## config.mk

```make
export PLATFORM = sky130hd
export DESIGN_NAME = instr_cache_refill
export DESIGN_NICKNAME = d
export VERILOG_FILES = /design/src/rtl/instr_cache_refill.sv
export SDC_FILE = /design/constraint.sdc
export NUM_CORES = 1
export LEC_CHECK = 0
export CORE_AREA = 2 2 297 299
export DETAILED_ROUTE_END_ITERATION = 7
export DIE_AREA = 0 0 299 301
export PLACE_DENSITY = 0.54
export RECOVER_POWER = 100
export SETUP_SLACK_MARGIN = 0.5
export SLEW_MARGIN = 40
export SYNTH_ARGS = -nofsm -noshare
export SYNTH_HDL_FRONTEND = slang
export SYNTH_SLANG_ARGS = --single-unit
```

## constraint.sdc

```tcl
create_clock -name clk -period 6.21 [get_ports clk]
set_input_delay 1.242 -clock clk [delete_from_list [all_inputs] [get_ports clk]]
set_output_delay 1.242 -clock clk [all_outputs]
set_load 0.03 [all_outputs]
```

## src/rtl/instr_cache_refill.sv

```systemverilog
// Line-fill engine for the direct-mapped instruction cache: one block-aligned burst per miss,
// beats assembled into a block and written with a one-cycle strobe. Optional macro: REFILL_ERR_EN.
module instr_cache_refill #(
    parameter int BLOCK_WIDTH = 512,
    parameter int BUS_WIDTH   = 32,
    parameter int ADDR_WIDTH  = 64
) (
    input  logic                   clk,
    input  logic                   arstn,
    input  logic                   i_miss,
    input  logic [ADDR_WIDTH-1:0]  i_miss_addr,
    output logic                   o_busy,
    output logic                   o_ar_valid,
    input  logic                   i_ar_ready,
    output logic [ADDR_WIDTH-1:0]  o_ar_addr,
    output logic [7:0]             o_ar_len,
    input  logic                   i_r_valid,
    output logic                   o_r_ready,
    input  logic [BUS_WIDTH-1:0]   i_r_data,
    input  logic                   i_r_err,
    output logic                   o_write_en,
    output logic [ADDR_WIDTH-1:0]  o_line_addr,
    output logic [BLOCK_WIDTH-1:0] o_block,
    output logic                   o_access_fault
);

    localparam int BEATS  = BLOCK_WIDTH / BUS_WIDTH;
    localparam int OFFS_W = $clog2(BLOCK_WIDTH / 8);
    localparam int CNT_W  = $clog2(BEATS) + 1;

    typedef enum logic [1:0] {
        IDLE  = 2'd0,
        ADDR  = 2'd1,
        DATA  = 2'd2,
        WRITE = 2'd3
    } state_e;

    state_e                 state_q, state_d;
    logic [ADDR_WIDTH-1:0]  line_addr_q, line_addr_d;
    logic [CNT_W-1:0]       beat_cnt_q, beat_cnt_d;
    logic [BLOCK_WIDTH-1:0] block_q, block_d;
    logic [BEATS-1:0]       beat_sel;
    logic                   beat_fire;

    assign beat_fire = (state_q == DATA) && i_r_valid;

    // Each block slice loads only when its beat index is the one currently being accepted.
    generate
        for (genvar gi = 0; gi < BEATS; gi++) begin : g_slice
            assign beat_sel[gi] = (beat_cnt_q == CNT_W'(gi));
            assign block_d[gi*BUS_WIDTH +: BUS_WIDTH] =
                (beat_fire && beat_sel[gi]) ? i_r_data : block_q[gi*BUS_WIDTH +: BUS_WIDTH];
        end
    endgenerate

    always_comb begin
        state_d     = state_q;
        line_addr_d = line_addr_q;
        beat_cnt_d  = beat_cnt_q;
        case (state_q)
            IDLE: begin
                if (i_miss) begin
                    line_addr_d = {i_miss_addr[ADDR_WIDTH-1:OFFS_W], {OFFS_W{1'b0}}};
                    beat_cnt_d  = '0;
                    state_d     = ADDR;
                end
            end
            ADDR: begin
                if (i_ar_ready) begin
                    state_d = DATA;
                end
            end
            DATA: begin
                if (i_r_valid) begin
                    beat_cnt_d = beat_cnt_q + 1'b1;
                    if (beat_cnt_q == CNT_W'(BEATS - 1)) begin
                        state_d = WRITE;
                    end
                end
            end
            WRITE: begin
                state_d = IDLE;
            end
            default: begin
                state_d = IDLE;
            end
        endcase
    end

    always_ff @(posedge clk or negedge arstn) begin
        if (!arstn) begin
            state_q     <= IDLE;
            line_addr_q <= '0;
            beat_cnt_q  <= '0;
            block_q     <= '0;
        end else begin
            state_q     <= state_d;
            line_addr_q <= line_addr_d;
            beat_cnt_q  <= beat_cnt_d;
            block_q     <= block_d;
        end
    end

    assign o_busy      = (state_q != IDLE);
    assign o_ar_valid  = (state_q == ADDR);
    assign o_ar_addr   = line_addr_q;
    assign o_ar_len    = 8'(BEATS - 1);
    assign o_r_ready   = (state_q == DATA);
    assign o_line_addr = line_addr_q;
    assign o_block     = block_q;

`ifdef REFILL_ERR_EN
    logic err_q, err_d;

    // Sticky for the whole burst so the remaining beats still drain normally.
    always_comb begin
        err_d = err_q;
        if (state_q == WRITE) begin
            err_d = 1'b0;
        end else if (beat_fire && i_r_err) begin
            err_d = 1'b1;
        end
    end

    always_ff @(posedge clk or negedge arstn) begin
        if (!arstn) begin
            err_q <= 1'b0;
        end else begin
            err_q <= err_d;
        end
    end

    assign o_write_en     = (state_q == WRITE) && !err_q;
    assign o_access_fault = (state_q == WRITE) && err_q;
`else
    logic unused_r_err;
    assign unused_r_err   = i_r_err;
    assign o_write_en     = (state_q == WRITE);
    assign o_access_fault = 1'b0;
`endif

endmodule

```

---- Word-level counts from Yosys, hierarchy flattened ----
Cells that the tools add are included.
cells by class
  add/subtract/negate cells ............... 1
  reduce and logical (&&, ||, !) cells .... 24
  muxes and demuxes ....................... 8
  eq/ne operators ......................... 22
operators with widths
  cell                                                 number
  equality test 5 x 4 -> 1 bit, second input constant  8
  equality test 5 x 3 -> 1 bit, second input constant  4
  logical AND 1 bit                                    17
  equality test 5 x 2 -> 1 bit, second input constant  2
  2-to-1 mux 5 bit                                     2
  case mux 5 bit (2 select lines)                      1
  2-to-1 mux 2 bit                                     4
  case mux 2 bit (4 select lines)                      1
  adder 5 x 1 -> 5 bit, second input constant          1
  equality test 5 x 1 -> 1 bit, second input constant  1
  zero test 5 bit                                      1
  equality test 2 bit, second input constant           2
  != test 2 x 1 -> 1 bit, second input constant        2
  != test 2 bit, second input constant                 2
  AND reduction 4 bit                                  1
  nonzero test 2 bit                                   2
  AND reduction 3 bit                                  1
  equality test 2 x 1 -> 1 bit, second input constant  1
  zero test 2 bit                                      1
  AND reduction 2 bit                                  1
storage, ports and cells
  output and inout port bits .............. 653
  register bits ........................... 577

---- Longest topological paths before layout ----
  depth after elaboration ................. 4
  mapped depth ............................ 8

---- Least setup slack after synthesis ----
OpenSTA, ideal clock, no wires.
  kind .................................... input to register
  start ................................... in i_r_valid
  end ..................................... reg block_q[238], in the netlist o_block[238]
  arrival ................................. 2342 ps
  stages .................................. 5
  slack ................................... 3744 ps
  buffers on the path ..................... 2
  setup time .............................. 125 ps
  required time ........................... 6085 ps
  cell sequence ........................... and4bb_1 -> and3_1 -> clkbuf_1 -> buf_2 -> mux2_2
on the way
  longest elaborated chain between the ends .. 2
ends and longest elaborated chain
  what                    RTL line  text
  start: declaration      17        input logic i_r_valid,
  logical AND 1 bit       45        assign beat_fire = (state_q == DATA) && i_r_valid;
  logical AND 1 bit       52        (beat_fire && beat_sel[gi]) ? i_r_data : block_q[gi*BUS_WIDTH +: BUS_WIDTH];
  end signal: assignment  100       block_q <= block_d;
  end: declaration        41        logic [BLOCK_WIDTH-1:0] block_q, block_d;
Every way passes these cells.
A chain may end at the register's enable or synchronous reset.

---- Final worst setup path ----
  start ................................... in i_r_valid
  end ..................................... reg block_q[378], in the netlist o_block[378]
The elaborated chain is that of the path after synthesis.

==> flow_summary.toml <==
[floorplanning]
row_count = 108
ios = 755
coreArea_sq_um = 86500
die-area_sq_um = 90000
initial_utilization_pct = 26.0
chipHeight_microns = 301
dieWidth_microns = 299

[route]
drc = 0
wl_per_cell_microns = 22.7
drt_iter0_markers = 487
wl_microns = 74800
via_per_inst = 4.33
vias = 14300
ant_nets = 0
firstDrtPassIters = 5

[synth]
synth_area_leaders = "dfrtp_1 64%, mux2_2 27%, buf_4 2.6%, mux2_1 2.0%, buf_2 1.1%"
yosysSeqAreaShare_pct = 64.3
async_reset_ff_share_pct = 100
yosys_register_bits = 577
synth_common_cells = "577 x dfrtp_1, 531 x mux2_2, 79 x buf_4"
synth_edf_count = 0
synth_flop_cell = "dfrtp_1"
yosysWarnings = 0
postSynthAreaPerCell_sq_um = 16.0
syn_inst = 1404
yosysTopAreaCellShare_pct = 64.3
synth.most_common_cell = "dfrtp_1"
synth_top_cell_by_area = "dfrtp_1"
yosysUniqueCellTypes = 37
syn_area_sq_um = 22400

[job]
maxCapViolCount = 16

[timing]
slew_violations = 407
worst_pin_slew_ns = 3.44
final-setup-viol-count = 0
tns_ns = 0
period_needed_ns = 4.86
hold_viol_final = 0
fin_crit_sh_pct = 78.2
fmax_ghz = 0.206
slew_headroom_pct = -130
fin_skew_ns = 0.0188
rsz0062_at_grt = "no"

[setup_path]
cp-end-kind = "flop"
worstSetupPathType = "in2reg"
r2r_slack_ns = 1.65
critPathArrivalTime_ns = 5.32
startpoint = "i_r_valid"
path_max_fanout = 22
cp.required_ns = 6.68
r2r-end = "o_block[378]"
startpoint_type = "input port"
worstRegToRegCells = 6
r2r-start = "state_q[0]"
crit_end = "o_block[378]"

[clocking]
cts_resized = 0
h-tree-depth = 3
clk_latency_ns = 0.61
cts-buffers-inserted = 70
clk_pin_slew_ns = 0.05
cts_tree = "done"
clock_sinks = 577
ctsHoldBuffers = 0
post-cts-setup-buffers = 0
root_buffer = "clkbuf_16"
cts.path.max_buffers = 3

[power]
leakage_nw = 16.5
power_density_nw_per_um2 = 446
ir_worst_vdd_mv = 0.321

[grt]
grt_max_degree = 142
grt_pass1_vias = 15100
overflow = 0
grt_pass1_wl_microns = 108000
grt_usage_pct = 16.2
antenna_found_initial = 3

[placement]
post_dp_cell_area_sq_um = 30700
portBuffers = 726
gp_congestion = 0.760
hpwl_microns = 54400

[cells_and_area]
fin_area_sq_um = 32800
drive_above_1_share_pct = 31.3
fin_nets = 2194
syn2layout_area_growth_pct = 46.3

[hold_path]
hp-class = "reg2reg"

[run_status]
status = "finished, violations left"
violations = "max-capacitance violations, max-slew violations"
[registers in the layout, indices dropped and copies added (netlist names)]
name,cells
o_block,512
beat_cnt_q,5
o_ar_addr,58
state_q,2
[cells in the final DEF (no fill, tap or decap), types with 2 or more instances in the layout]
cell type and n:
mux2_1 41, clkinv_2 11, clkinv_16 3, conb_1 21, buf_4 2, nand2b_1 2
buf_2 11, nor2_1 9, mux2_2 530, clkbuf_1 40, clkbuf_16 70, o311ai_0 2
inv_6 2, nand3_1 4, clkdlybuf4s50_1 80, diode_2 6, nor3b_1 2, nand2_1 9
a21oi_1 2, buf_16 3, nand4b_1 4, o21ai_0 3, and3_1 3, nor2b_1 2
inv_1 9, dlygate4sd3_1 634, nand3b_1 3, clkbuf_8 17, clkinv_8 2, ha_1 10
bufinv_16 5, dfrtp_1 577, buf_12 3, clkinvlp_4 3
[worst max-delay path: stages]
cell and delay (ns):
dlygate4sd3_1 0.84, nand4b_1 0.30, nor3b_1 1.14, clkbuf_1 1.31, mux2_2 0.44
[worst min path at each step]
stage                             from      endpoint  slack [ns]  depth (start not counted)
after floorplan             state_q[1]    state_q[1]        0.53                          1
after global placement    o_block[237]  o_block[237]        0.47                          1
after detailed placement  o_block[203]  o_block[203]        0.47                          1
after CTS                 o_block[203]  o_block[203]        0.49                          1
after global routing       o_block[90]   o_block[90]        0.49                          1
final                     o_block[203]  o_block[203]        0.48                          1
[per-layer routing]
metal	global-route usage (%)	part of all wire [%]	up-vias
met4	6.32	3.6	4
li1	-	-	6188
met5	0	0.037	-
met1	19.2	39	7476
met2	27.8	50	475
met3	4.52	6.9	132
[kinds of logic after synthesis]
family,after synthesis,synth area share [%]
adders and majority gates,10,0.557
buffers and inverters,183,4.75
AOI/OAI and AO/OA,14,0.446
other,2,0.0335
muxes,571,28.6
and+or+nand+nor,47,1.24
DFF,577,64.3
[where the power goes]
part / switching [mW] / internal [mW] / total, mW / leakage (nW)
Clock: 1.70 / 2.53 / 4.22 / 1.19
Combinational: 3.27 / 2.09 / 5.36 / 7.57
Sequential: 0.475 / 4.58 / 5.06 / 7.73
[layout make-up]
cell class | count | area [sq um]
antenna | 6 | 15.0
inverter | 9 | 33.8
multi-input combinational | 663 | 7010
clock buffer | 100 | 2030
fill | 8239 | 53600
tap | 1155 | 1450
sequential | 577 | 14400
clock inverter | 28 | 397
timing repair buffer | 761 | 7470
[stage by stage]
step	setup slack (ns)	std cells	util, %	total power, mW	hold slack, ns
2_1_floorplan	3.74	1423	-	8.46	0.534
3_3_place_gp	1.82	3150	35.3	10.9	0.472
3_5_place_dp	2.00	3162	35.5	11.0	0.474
4_1_cts	2.23	3290	38.3	15.3	0.486
5_1_grt	1.06	3293	38.0	15.3	0.491
6_report	1.35	3299	38.0	14.6	0.477
No activity file was read; power rests on OpenSTA's default activity.
